$ cat config.mk
export PLATFORM = sky130hd
export DESIGN_NAME = rom_scan_reader
export DESIGN_NICKNAME = d
export VERILOG_FILES = /design/src/rtl/rom_scan_reader.sv
export SDC_FILE = /design/constraint.sdc
export NUM_CORES = 1
export LEC_CHECK = 0
export CAP_MARGIN = 20
export CELL_PAD_IN_SITES_DETAIL_PLACEMENT = 0
export CELL_PAD_IN_SITES_GLOBAL_PLACEMENT = 1
export CORE_UTILIZATION = 30
export CTS_CLUSTER_SIZE = 10
export DETAILED_ROUTE_END_ITERATION = 10
export GPL_ROUTABILITY_DRIVEN = 0
export PLACE_DENSITY_LB_ADDON = 0.2
export SLEW_MARGIN = 40
export SYNTH_ARGS = -nofsm -noshare
export SYNTH_HDL_FRONTEND = slang
export SYNTH_SLANG_ARGS = --single-unit
$ cat constraint.sdc
create_clock -name clk -period 1.7 [get_ports clk]
set_input_delay 0.425 -clock clk [delete_from_list [all_inputs] [get_ports clk]]
set_output_delay 0.425 -clock clk [all_outputs]
set_load 0.02 [all_outputs]
$ cat src/rtl/rom_scan_reader.sv
// Purpose: walks every ROM address in order and re-presents each returned word with its address; optional XOR checksum (ROM_SCAN_CHECKSUM_EN).
// Latency: start sampled at E0 -> ISSUE cycle 1, WAIT cycle 2, out_valid from cycle 3; 3 cycles per word with out_ready high.
// Backpressure: out_ready low holds HOLD (data/addr stable) indefinitely; start is ignored outside IDLE.
module rom_scan_reader #(
    parameter int ADDR_W = 2,
    parameter int DATA_W = 4
) (
    input  logic              clk,
    input  logic              reset,
    input  logic              start,
    output logic              busy,
    output logic [ADDR_W-1:0] rom_addr,
    output logic              rom_en,
    input  logic [DATA_W-1:0] rom_data,
    output logic [DATA_W-1:0] out_data,
    output logic [ADDR_W-1:0] out_addr,
    output logic              out_valid,
    input  logic              out_ready,
    output logic              done,
    output logic [DATA_W-1:0] checksum
);

    typedef enum logic [2:0] {
        S_IDLE,
        S_ISSUE,
        S_WAIT,
        S_HOLD,
        S_DONE
    } state_t;

    localparam logic [ADDR_W-1:0] CNT_LAST = '1;

    state_t            state;
    logic [ADDR_W-1:0] cnt;

    // Scan sequencer: every output is a register updated alongside the state transition.
    always_ff @(posedge clk) begin
        if (reset) begin
            state     <= S_IDLE;
            cnt       <= '0;
            busy      <= 1'b0;
            rom_addr  <= '0;
            rom_en    <= 1'b0;
            out_data  <= '0;
            out_addr  <= '0;
            out_valid <= 1'b0;
            done      <= 1'b0;
        end else begin
            // rom_en and done are single-cycle strobes unless a branch raises them
            rom_en <= 1'b0;
            done   <= 1'b0;
            case (state)
                S_IDLE: begin
                    if (start) begin
                        state    <= S_ISSUE;
                        cnt      <= '0;
                        busy     <= 1'b1;
                        rom_en   <= 1'b1;
                        rom_addr <= '0;
                    end
                end
                S_ISSUE: begin
                    // ROM registers its word on this cycle's closing edge
                    state <= S_WAIT;
                end
                S_WAIT: begin
                    out_data  <= rom_data;
                    out_addr  <= cnt;
                    out_valid <= 1'b1;
                    state     <= S_HOLD;
                end
                S_HOLD: begin
                    if (out_ready) begin
                        out_valid <= 1'b0;
                        if (cnt == CNT_LAST) begin
                            // all-ones address ends the scan; cnt never wraps
                            state <= S_DONE;
                            done  <= 1'b1;
                        end else begin
                            cnt      <= cnt + 1'b1;
                            rom_addr <= cnt + 1'b1;
                            rom_en   <= 1'b1;
                            state    <= S_ISSUE;
                        end
                    end
                end
                S_DONE: begin
                    // start seen here is dropped: no queuing of a restart
                    state <= S_IDLE;
                    busy  <= 1'b0;
                end
                default: begin
                    state <= S_IDLE;
                    busy  <= 1'b0;
                end
            endcase
        end
    end

`ifdef ROM_SCAN_CHECKSUM_EN
    // Running XOR of accepted words; cleared as a scan starts, held after done until the next start.
    always_ff @(posedge clk) begin
        if (reset) begin
            checksum <= '0;
        end else if (state == S_IDLE && start) begin
            checksum <= '0;
        end else if (state == S_HOLD && out_ready) begin
            checksum <= checksum ^ out_data;
        end
    end
`else
    assign checksum = '0;
`endif

endmodule

---- Word level (Yosys, flattened, before mapping) ----
Index checks and enable logic that the tools add are counted.
W data, S select, Z words.
storage, ports and cells
  flip-flop bits (word level) ............. 15
  bits of input ports ..................... 8
  output and inout port bits .............. 16
  logic and storage cells ................. 45
operators by class
  add/subtract/negate cells ............... 1
  eq/ne operators ......................... 7
  muxes and demuxes ....................... 17
  bitwise logic cells ..................... 3
  reduce and logical (&&, ||, !) cells .... 9
operator list
  operator               count
  $pmux W3 S4            1
  $mux W3                3
  $eq A3 B2 Y1 const B   2
  $mux W1                6
  $mux W2                3
  $ne A2 B2 Y1 const B   3
  $pmux W1 S2            3
  $reduce_and A2 Y1      3
  $reduce_or A3 Y1       2
  $pmux W2 S2            1
  $reduce_and A4 Y1      1
  $reduce_bool A2 Y1     2
  $eq A3 B1 Y1 const B   1
  $logic_not A3 Y1       1
  $not A1 Y1             3
  $add A2 B1 Y2 const B  1
  $eq A2 B2 Y1 const B   1

---- Depth between registers and ports, before layout ----
Gate-level depths: netlist of run 1.
  word-level depth ........................ 4
  mapped depth ............................ 5
  gate-level depth less buffers ........... 4

---- Worst setup path before layout of run 1 ----
Ideal clock, no wire load.
  kind .................................... register to register
  start ................................... reg cnt[0]
  end ..................................... reg cnt[0]
  library setup time ...................... 0.074 ns
  data arrival time ....................... 1.255 ns
  data required time ...................... 1.626 ns
  slack ................................... 0.371 ns
  stages on the path, launching flop included .. 5
  clock period less this slack ............ 1.329 ns
  cells stage by stage .................... dfxtp_1 > ha_1 > nand4b_1 > or4_1 > o21ai_0
between the ends
  longest elaborated chain between the ends .. 4
  elaborated cells on any way between the ends .. 7
RTL lines
  item                      line  RTL
  start: declaration        34    logic [ADDR_W-1:0] cnt;
  start signal: assignment  80    cnt <= cnt + 1'b1;
  $add A2 B1 Y2             80
  $mux W2                   75    if (cnt == CNT_LAST) begin
  $mux W2                   73    if (out_ready) begin
  $pmux W2 S2               52    case (state)
Several ways; a longest one is shown, not always the timed one. The select of a mux whose other input is x is not followed.
A chain may end at the register's enable or synchronous reset.

---- Worst setup path after layout of run 1 ----
  start ................................... reg out_data[1]
  end ..................................... out out_data[1]
RTL lines
  item                      line  RTL
  start: declaration        15    output logic [DATA_W-1:0] out_data,
  start signal: assignment  67    out_data <= rom_data;
No word-level cell between the ends.

==> impl_metrics.py, run 1 <==
metrics = {
    "worst_setup_path": {
        "cp-endpoint": "out_data[1]",
        "r2r_end": "cnt[0]",
        "reg2reg_depth": 4,
        "rrSetupSlack_ns": 0.39,
        "crit_chain": "clkdlybuf4s50_1",
        "path_delay_family": "buffers and inverters",
        "crit_path_start_kind": "register",
        "slowest_delay_ns": 0.61,
        "crit_fanout": 2,
        "crit_required_ns": 1.27,
        "cp-startpoint": "out_data[1]",
        "timing.setup.critical_path_class": "reg2out",
        "crit_buf_inv": 1,
        "crit_path_top_delay_cell": "clkdlybuf4s50_1",
        "cp.depth": 1,
        "cp-end-kind": "output port",
        "worstReg2RegStart": "cnt[0]",
        "critical_path_arrival_ns": 1.22,
    },
    "synth": {
        "ys_ff_latch": 15,
        "synth_fa_ha_area_frac": 0.0202,
        "syn_avg_cell_area_um2": 9.83,
        "synth_flop_cell": "dfxtp_1",
        "synth_common_cells": "dfxtp_1 (15), nor2_1 (9), mux2i_1 (7)",
        "synth_area_um2": 619,
        "synth_top_cells_by_area": "dfxtp_1 (48%), mux2i_1 (11%), nor2_1 (5.5%)",
        "yosysTopAreaCell": "dfxtp_1",
        "yosysUniqueCellTypes": 24,
        "synth_edf_count": 0,
        "yosysTopAreaCellShare": 0.485,
        "yosysWarningCount": 0,
        "yosysMostFrequentCell": "dfxtp_1",
        "synth_simple_gate_area_frac": 0.244,
        "async_flop_share": 0,
        "synth_mux_area_frac": 0.113,
        "synth_compound_area_frac": 0.0525,
        "syn_inst": 63,
        "synth_top_family_by_area": "simple AND/OR/NAND/NOR gates",
        "synth_xor_area_frac": 0,
        "seq_area_frac_synth": 0.485,
    },
    "sta": {
        "min_period_ns": 1.65,
        "final_max_slew_viol_count": 0,
        "fmax_mhz": 606,
        "hold_viol": 0,
        "setup-tns-final_ns": 0,
        "layout_worst_path_cycle_share": 0.970,
        "setup_viol": 0,
        "clock_skew_ns": 0.00207,
        "rsz0062_at_grt": "no",
    },
    "cells_and_area": {
        "antenna_cells": 0,
        "final_area_um2": 875,
        "drive_above_1_share": 0.128,
        "nNetsFinal": 96,
        "multiInputGateArea_um2": 282,
        "nFillCells": 212,
        "ff_latch_area_um2": 300,
        "layout.cells.non_filler": 113,
        "syn2layout_area_growth_pct": 41.2,
    },
    "routing": {
        "vias": 511,
        "via_per_inst": 4.52,
        "drt.antenna.violating_nets": 0,
        "drtIter0Drc": 1,
        "drc_errors": 0,
        "wl_um": 1150,
        "wl_per_cell_um": 10.2,
        "firstDrtPassIters": 2,
    },
    "placed_design": {
        "place_area_um2": 843,
        "port_buffers": 19,
        "hpwl_um": 831,
        "placed_cells": 109,
    },
    "floorplanning": {
        "fp.dieArea_um2": 2250,
        "core_area_um2": 1940,
        "initial_utilization": 0.319,
        "die_h_um": 47.4,
        "die_x_um": 47.4,
        "io_pins": 24,
        "std_cell_rows": 16,
    },
    "min_path": {
        "hold_path_class": "reg2reg",
    },
    "clock_tree": {
        "cts_max_level": 1,
        "insertion_delay_ns": 0.28,
        "clkSinkCount": 15,
        "clk_pin_slew_ns": 0.09,
        "root_buffer": "clkbuf_4",
        "tritoncts": "yes",
        "numCtsBuffers": 3,
        "clockBufferDepth": 2,
    },
    "power": {
        "ir_drop_uv": 429,
        "power_density_nw_per_um2": 829,
        "power.leakage_nw": 0.390,
    },
    "grt": {
        "antenna_found_initial": 0,
        "grt_start_max_net_pins": 11,
        "grt_pass1_wl_um": 2010,
        "grt.total_usage": 0.131,
        "overflow": 0,
        "grt_pass1_vias": 459,
    },
    "outcome": {
        "status": "completed",
    },
    "run": {
        "cap_viol_max_count": 0,
    },
}
sequential cells by signal (all words and copies together) (netlist names):
name,cells
out_data,4
state,3
cnt,2
out_addr,2
busy,1
done,1
out_valid,1
rom_en,1
how the worst min path moves through the flow:
stage | cells past startpoint | endpoint | start | slack (ns)
2_1_floorplan | 1 | done | reset | 0.50
3_3_place_gp | 2 | out_data[2] | out_data[2] | 0.47
3_5_place_dp | 2 | out_data[2] | out_data[2] | 0.49
4_1_cts | 2 | out_data[3] | out_data[3] | 0.50
5_1_grt | 2 | out_data[1] | out_data[1] | 0.53
6_report | 2 | out_data[3] | out_data[3] | 0.50
power breakdown:
group	switching, mW	internal (mW)
Clock	0.108	0.0909
Combinational	0.0654	0.0724
Sequential	0.0176	0.370
Total	0.191	0.534
layout by cell type, fill, tap and decap left out, drive strengths merged, types with 2 or more instances in the layout:
cell	count
dlygate4sd2	2
a21oi	3
nand4b	2
dfxtp	15
nor2	9
conb	4
clkdlybuf4s50	14
nand2	2
dlymetal6s2s	3
nor4	3
buf	5
nand2b	2
mux2i	7
clkbuf	4
nor3	2
final cells by class:
type | count | share of cell area
flip-flops and latches | 15 | 0.343
multi-input cells | 43 | 0.322
repair buffers | 24 | 0.266
well taps | 27 | 0.0386
clock buffers | 4 | 0.0300
per-layer routing:
metal / track usage / wire length, um / up-vias
li1: - / - / 260
met1: 0.176 / 536 / 232
met2: 0.186 / 529 / 17
met3: 0.0302 / 76 / 2
met4: 0.0857 / 12 / 0
met5: 0 / 0 / -
kinds of logic (layout without fill, tap and decap cells):
family | after synthesis | count (layout)
compound gates | 5 | 5
fa+ha+maj | 1 | 1
buf+inv | 8 | 28
flops | 15 | 15
mux | 7 | 7
other cells | 1 | 4
simple gates | 26 | 26
stage by stage:
step                      utilization  total power, mW  worst slack [ns]  hold slack (ns)
final                           0.450            0.725            0.0502            0.496
after CTS                       0.447            0.738            0.0299            0.504
after floorplan                     -            0.481             0.371            0.503
after global routing            0.450            0.770           0.00146            0.535
after global placement          0.434            0.536           -0.0237            0.473
after detailed placement        0.434            0.536           -0.0346            0.485
timing repair:
item	CTS	global route
hold endpoints to repair	0	0
resized for setup	2	3
hold buffers	0	0
setup buffers	0	0
setup endpoints to repair	2	3
(Power assumes the default switching activity.)
==> run 2, diff against run 1 <==
- CORE_ASPECT_RATIO: not set -> 1.1
==> impl_metrics.py, run 2 (synthesis results as in run 1) <==
metrics = {
    "sta": {
        "fin_ws_ns": 0.0452,
        "clock_skew_ns": 0.000446,
        "hold_viol": 0,
        "final_max_slew_viol_count": 0,
        "min_period_ns": 1.65,
        "setup_viol": 0,
        "fmax_mhz": 604,
        "setup-tns-final_ns": 0,
        "layout_worst_path_cycle_share": 0.973,
        "rsz0062_at_grt": "no",
    },
    "cells_and_area": {
        "largestRegisters": "out_data x4, state x3",
        "syn2layout_area_growth_pct": 42.2,
        "drive_above_1_share": 0.149,
        "top_register": "out_data",
        "final_cell_mix": "dfxtp_1 (15), clkdlybuf4s50_1 (15), nor2_1 (9)",
        "nNetsFinal": 97,
        "utilization": 0.473,
        "antenna_cells": 0,
        "largest_reg_flops": 4,
        "layout.cells.non_filler": 114,
    },
    "worst_setup_path": {
        "crit_chain": "clkdlybuf4s50_1",
        "path_delay_family": "buffers and inverters",
        "crit_buf_inv": 1,
        "critical_path_arrival_ns": 1.23,
        "crit_path_top_delay_cell": "clkdlybuf4s50_1",
        "cp-startpoint": "out_data[3]",
        "crit_fanout": 2,
        "slowest_delay_ns": 0.60,
        "worstReg2RegStart": "cnt[0]",
        "crit_path_start_kind": "register",
        "timing.setup.critical_path_class": "reg2out",
        "cp-end-kind": "output port",
        "crit_required_ns": 1.27,
    },
    "outcome": {
        "status": "completed",
    },
    "routing": {
        "vias": 516,
        "firstDrtPassIters": 3,
        "via_per_inst": 4.53,
        "wl_per_cell_um": 9.87,
        "drt.antenna.violating_nets": 0,
        "drtIter0Drc": 7,
        "wl_um": 1130,
        "drc_errors": 0,
    },
    "clock_tree": {
        "numCtsBuffers": 3,
        "insertion_delay_ns": 0.28,
        "cts_max_level": 1,
        "tritoncts": "yes",
        "postCtsHoldBufs": 0,
        "clk_pin_slew_ns": 0.09,
        "clkSinkCount": 15,
        "clockBufferDepth": 2,
        "root_buffer": "clkbuf_4",
    },
    "floorplanning": {
        "std_cell_rows": 16,
        "fp.dieArea_um2": 2250,
        "core_area_um2": 1860,
        "die_h_um": 49.7,
        "initial_utilization": 0.333,
        "die_x_um": 45.3,
        "io_pins": 24,
    },
    "power": {
        "power.leakage_nw": 0.383,
        "ir_drop_uv": 376,
        "power_density_nw_per_um2": 833,
    },
    "grt": {
        "grt.total_usage": 0.117,
        "grt_pass1_vias": 470,
        "grt_pass1_wl_um": 1930,
        "overflow": 0,
        "antenna_found_initial": 0,
        "grt_start_max_net_pins": 11,
    },
    "run": {
        "cap_viol_max_count": 0,
    },
    "placed_design": {
        "port_buffers": 19,
        "placed_cells": 110,
        "hpwl_um": 805,
        "place_worst_setup_slack_ns": -0.0520,
    },
    "min_path": {
        "worstHoldStart": "out_addr[1]",
        "hold_path_class": "reg2reg",
    },
}
[run 2: path summary, 6_finish.rpt]
kind	slack, ns	endpoint	depth (start not counted)
max reg2reg	0.38	cnt[0]	4
min reg2reg	0.50	out_addr[1]	2
max	0.05	out_data[3]	1
min	0.50	out_addr[1]	2
[run 2: worst min-delay path, stage by stage, from the launching register on]
cell     delay, ns
dfxtp_1       0.33
mux2i_1       0.06
nor2_1        0.07
[run 2: area by class of cell]
class	instances	area [um^2]
multi-input combinational	43	282
tap	27	33.8
clock buffer	3	22.5
timing repair buffer	25	238
clock inverter	1	5.00
fill	194	981
sequential	15	300
[run 2: layer usage]
metal  GRT usage  wire length, um
met5           0                0
met1       0.153              537
met3      0.0220               68
met4      0.0909               29
met2       0.164              490
[run 2: repair_timing]
| item | CTS | global route |
|---|---|---|
| gates resized for setup | 2 | 2 |
| setup buffers | 0 | 0 |
| setup endpoints to repair | 2 | 2 |
[run 2: power by group]
group	total, mW	switching [mW]	internal [mW]	leakage (nW)
logic	0.141	0.0646	0.0760	0.243
clock network	0.205	0.117	0.0873	0.0177
registers	0.389	0.0185	0.371	0.122
total	0.734	0.200	0.534	0.383
[run 2: per-stage QoR]
step / total power, mW / instance area [um^2] / hold WS (ns)
after floorplan: 0.481 / 631 / 0.503
after global placement: 0.539 / 851 / 0.475
after detailed placement: 0.539 / 851 / 0.481
after CTS: 0.746 / 876 / 0.508
after global routing: 0.769 / 881 / 0.536
final: 0.734 / 881 / 0.497
==> run 3, diff against run 2 <==
- CORE_UTILIZATION: 30 -> 32
- CTS_BUF_LIST: not set -> sky130_fd_sc_hd__clkbuf_4 sky130_fd_sc_hd__clkbuf_8
- REMOVE_ABC_BUFFERS: not set -> 1
==> impl_metrics.py, run 3 (synthesis results as in run 1) <==
metrics = {
    "cells_and_area": {
        "drive_above_1_share": 0.140,
        "syn2layout_area_growth_pct": 40.4,
        "top_register": "out_data",
        "nNetsFinal": 96,
        "largest_reg_flops": 4,
        "final_common_cell": "dfxtp_1",
        "nFillCells": 175,
        "layout.cells.non_filler": 104,
        "final_cell_mix": "dfxtp_1 (15), clkdlybuf4s50_1 (13), nor2_1 (9)",
        "largestRegisters": "out_data x4, state x3",
        "antenna_cells": 0,
        "final_area_um2": 870,
    },
    "worst_setup_path": {
        "reg2reg_depth": 4,
        "cp-startpoint": "out_addr[0]",
        "crit_fanout": 2,
        "cp-end-kind": "output port",
        "crit_required_ns": 1.27,
        "crit_path_top_delay_cell": "clkdlybuf4s50_1",
        "crit_chain": "clkdlybuf4s50_1",
        "worstReg2RegStart": "cnt[0]",
        "crit_path_start_kind": "register",
        "critical_path_arrival_ns": 1.23,
        "timing.setup.critical_path_class": "reg2out",
        "path_delay_family": "buffers and inverters",
        "crit_buf_inv": 1,
        "r2r_end": "cnt[0]",
        "slowest_delay_ns": 0.60,
        "rrSetupSlack_ns": 0.38,
    },
    "power": {
        "ir_drop_uv": 687,
        "power.leakage_nw": 0.409,
        "power_density_nw_per_um2": 852,
        "power.total_mw": 0.741,
    },
    "grt": {
        "grt_pass1_wl_um": 1790,
        "grt.total_usage": 0.123,
        "grt_start_max_net_pins": 13,
        "grt_pass1_vias": 405,
        "antenna_found_initial": 0,
        "overflow": 0,
    },
    "placed_design": {
        "port_buffers": 19,
        "place_area_um2": 832,
        "placed_cells": 100,
        "hpwl_um": 845,
    },
    "clock_tree": {
        "clkSinkCount": 15,
        "numCtsBuffers": 3,
        "clk_pin_slew_ns": 0.09,
        "insertion_delay_ns": 0.28,
        "postCtsHoldBufs": 0,
        "clockBufferDepth": 2,
        "cts_setup_buffers": 0,
        "root_buffer": "clkbuf_4",
        "tritoncts": "yes",
        "cts_max_level": 1,
    },
    "sta": {
        "rsz0062_at_grt": "no",
        "timing.hold.ws_ns": 0.498,
        "fmax_mhz": 604,
        "setup_viol": 0,
        "final_max_slew_viol_count": 0,
        "layout_worst_path_cycle_share": 0.974,
        "hold_viol": 0,
        "min_period_ns": 1.66,
        "setup-tns-final_ns": 0,
        "clock_skew_ns": 0.00516,
    },
    "routing": {
        "via_per_inst": 4.76,
        "firstDrtPassIters": 5,
        "vias": 495,
        "drtIter0Drc": 3,
        "wl_per_cell_um": 11.0,
        "drt.antenna.violating_nets": 0,
        "drc_errors": 0,
        "wl_um": 1140,
    },
    "floorplanning": {
        "die_x_um": 43.9,
        "std_cell_rows": 16,
        "io_pins": 24,
        "fp.dieArea_um2": 2120,
        "initial_utilization": 0.344,
        "core_area_um2": 1800,
        "die_h_um": 48.1,
    },
    "min_path": {
        "hold_end": "out_valid",
        "worstHoldStart": "out_valid",
        "hold_depth": 2,
        "hold_path_class": "reg2reg",
    },
    "run": {
        "cap_viol_max_count": 0,
    },
    "outcome": {
        "status": "completed",
    },
}
## run 3: changes by cell type in the layout (fill, tap and decap cells not counted), sizes merged
cell | previous run | this run
clkinv | 1 | 0
clkbuf | 3 | 4
buf | 6 | 5
clkdlybuf4s50 | 15 | 13
dlymetal6s2s | 2 | 4
## run 3: metal layers
metal	global-route usage	vias up	share of wire
li1	-	256	-
met1	0.155	221	0.48
met2	0.176	16	0.44
met3	0.0667	2	0.066
met4	0.0545	0	0.011
met5	0	-	0
## run 3: worst max-delay path by stage
stage | to | slack [ns] | cells past startpoint
after detailed placement | cnt[1] | -0.05 | 4
final | out_addr[0] | 0.04 | 1
after global routing | out_addr[0] | 0.005 | 1
after floorplan | out_addr[0] | 0.06 | 3
after global placement | cnt[1] | -0.007 | 4
after CTS | out_addr[1] | 0.02 | 1
## run 3: layout make-up
cell class | count | area (um^2) | area share
sequential | 15 | 300 | 0.345
multi-input combinational | 43 | 282 | 0.324
timing repair buffer | 24 | 235 | 0.271
clock buffer | 4 | 30.0 | 0.0345
tap | 18 | 22.5 | 0.0259
## run 3: worst min-delay path: cells and delay by family, from the launching register on
kind / cells / cell delay (ns)
AND/OR/NAND/NOR: 1 / 0.07
AO/OA/AOI/OAI: 1 / 0.06
flip-flops: 1 / 0.34
## run 3: per-stage QoR
stage	utilization	worst slack (ns)
2_1_floorplan	-	0.0631
3_3_place_gp	0.462	-0.00709
3_5_place_dp	0.462	-0.0453
4_1_cts	0.477	0.0188
5_1_grt	0.483	0.00541
6_report	0.483	0.0440
## run 3: timing repair
item / in CTS / in global routing
endpoints found under the setup margin: 2 / 4
hold endpoints to repair: 0 / 0
pin swaps: 0 / 0
cloned: 0 / 0
resized for setup: 2 / 4
## run 3: power breakdown
group | switching, mW | internal, mW | total, mW
Clock | 0.109 | 0.107 | 0.216
Sequential | 0.0174 | 0.370 | 0.388
Combinational | 0.0641 | 0.0732 | 0.137
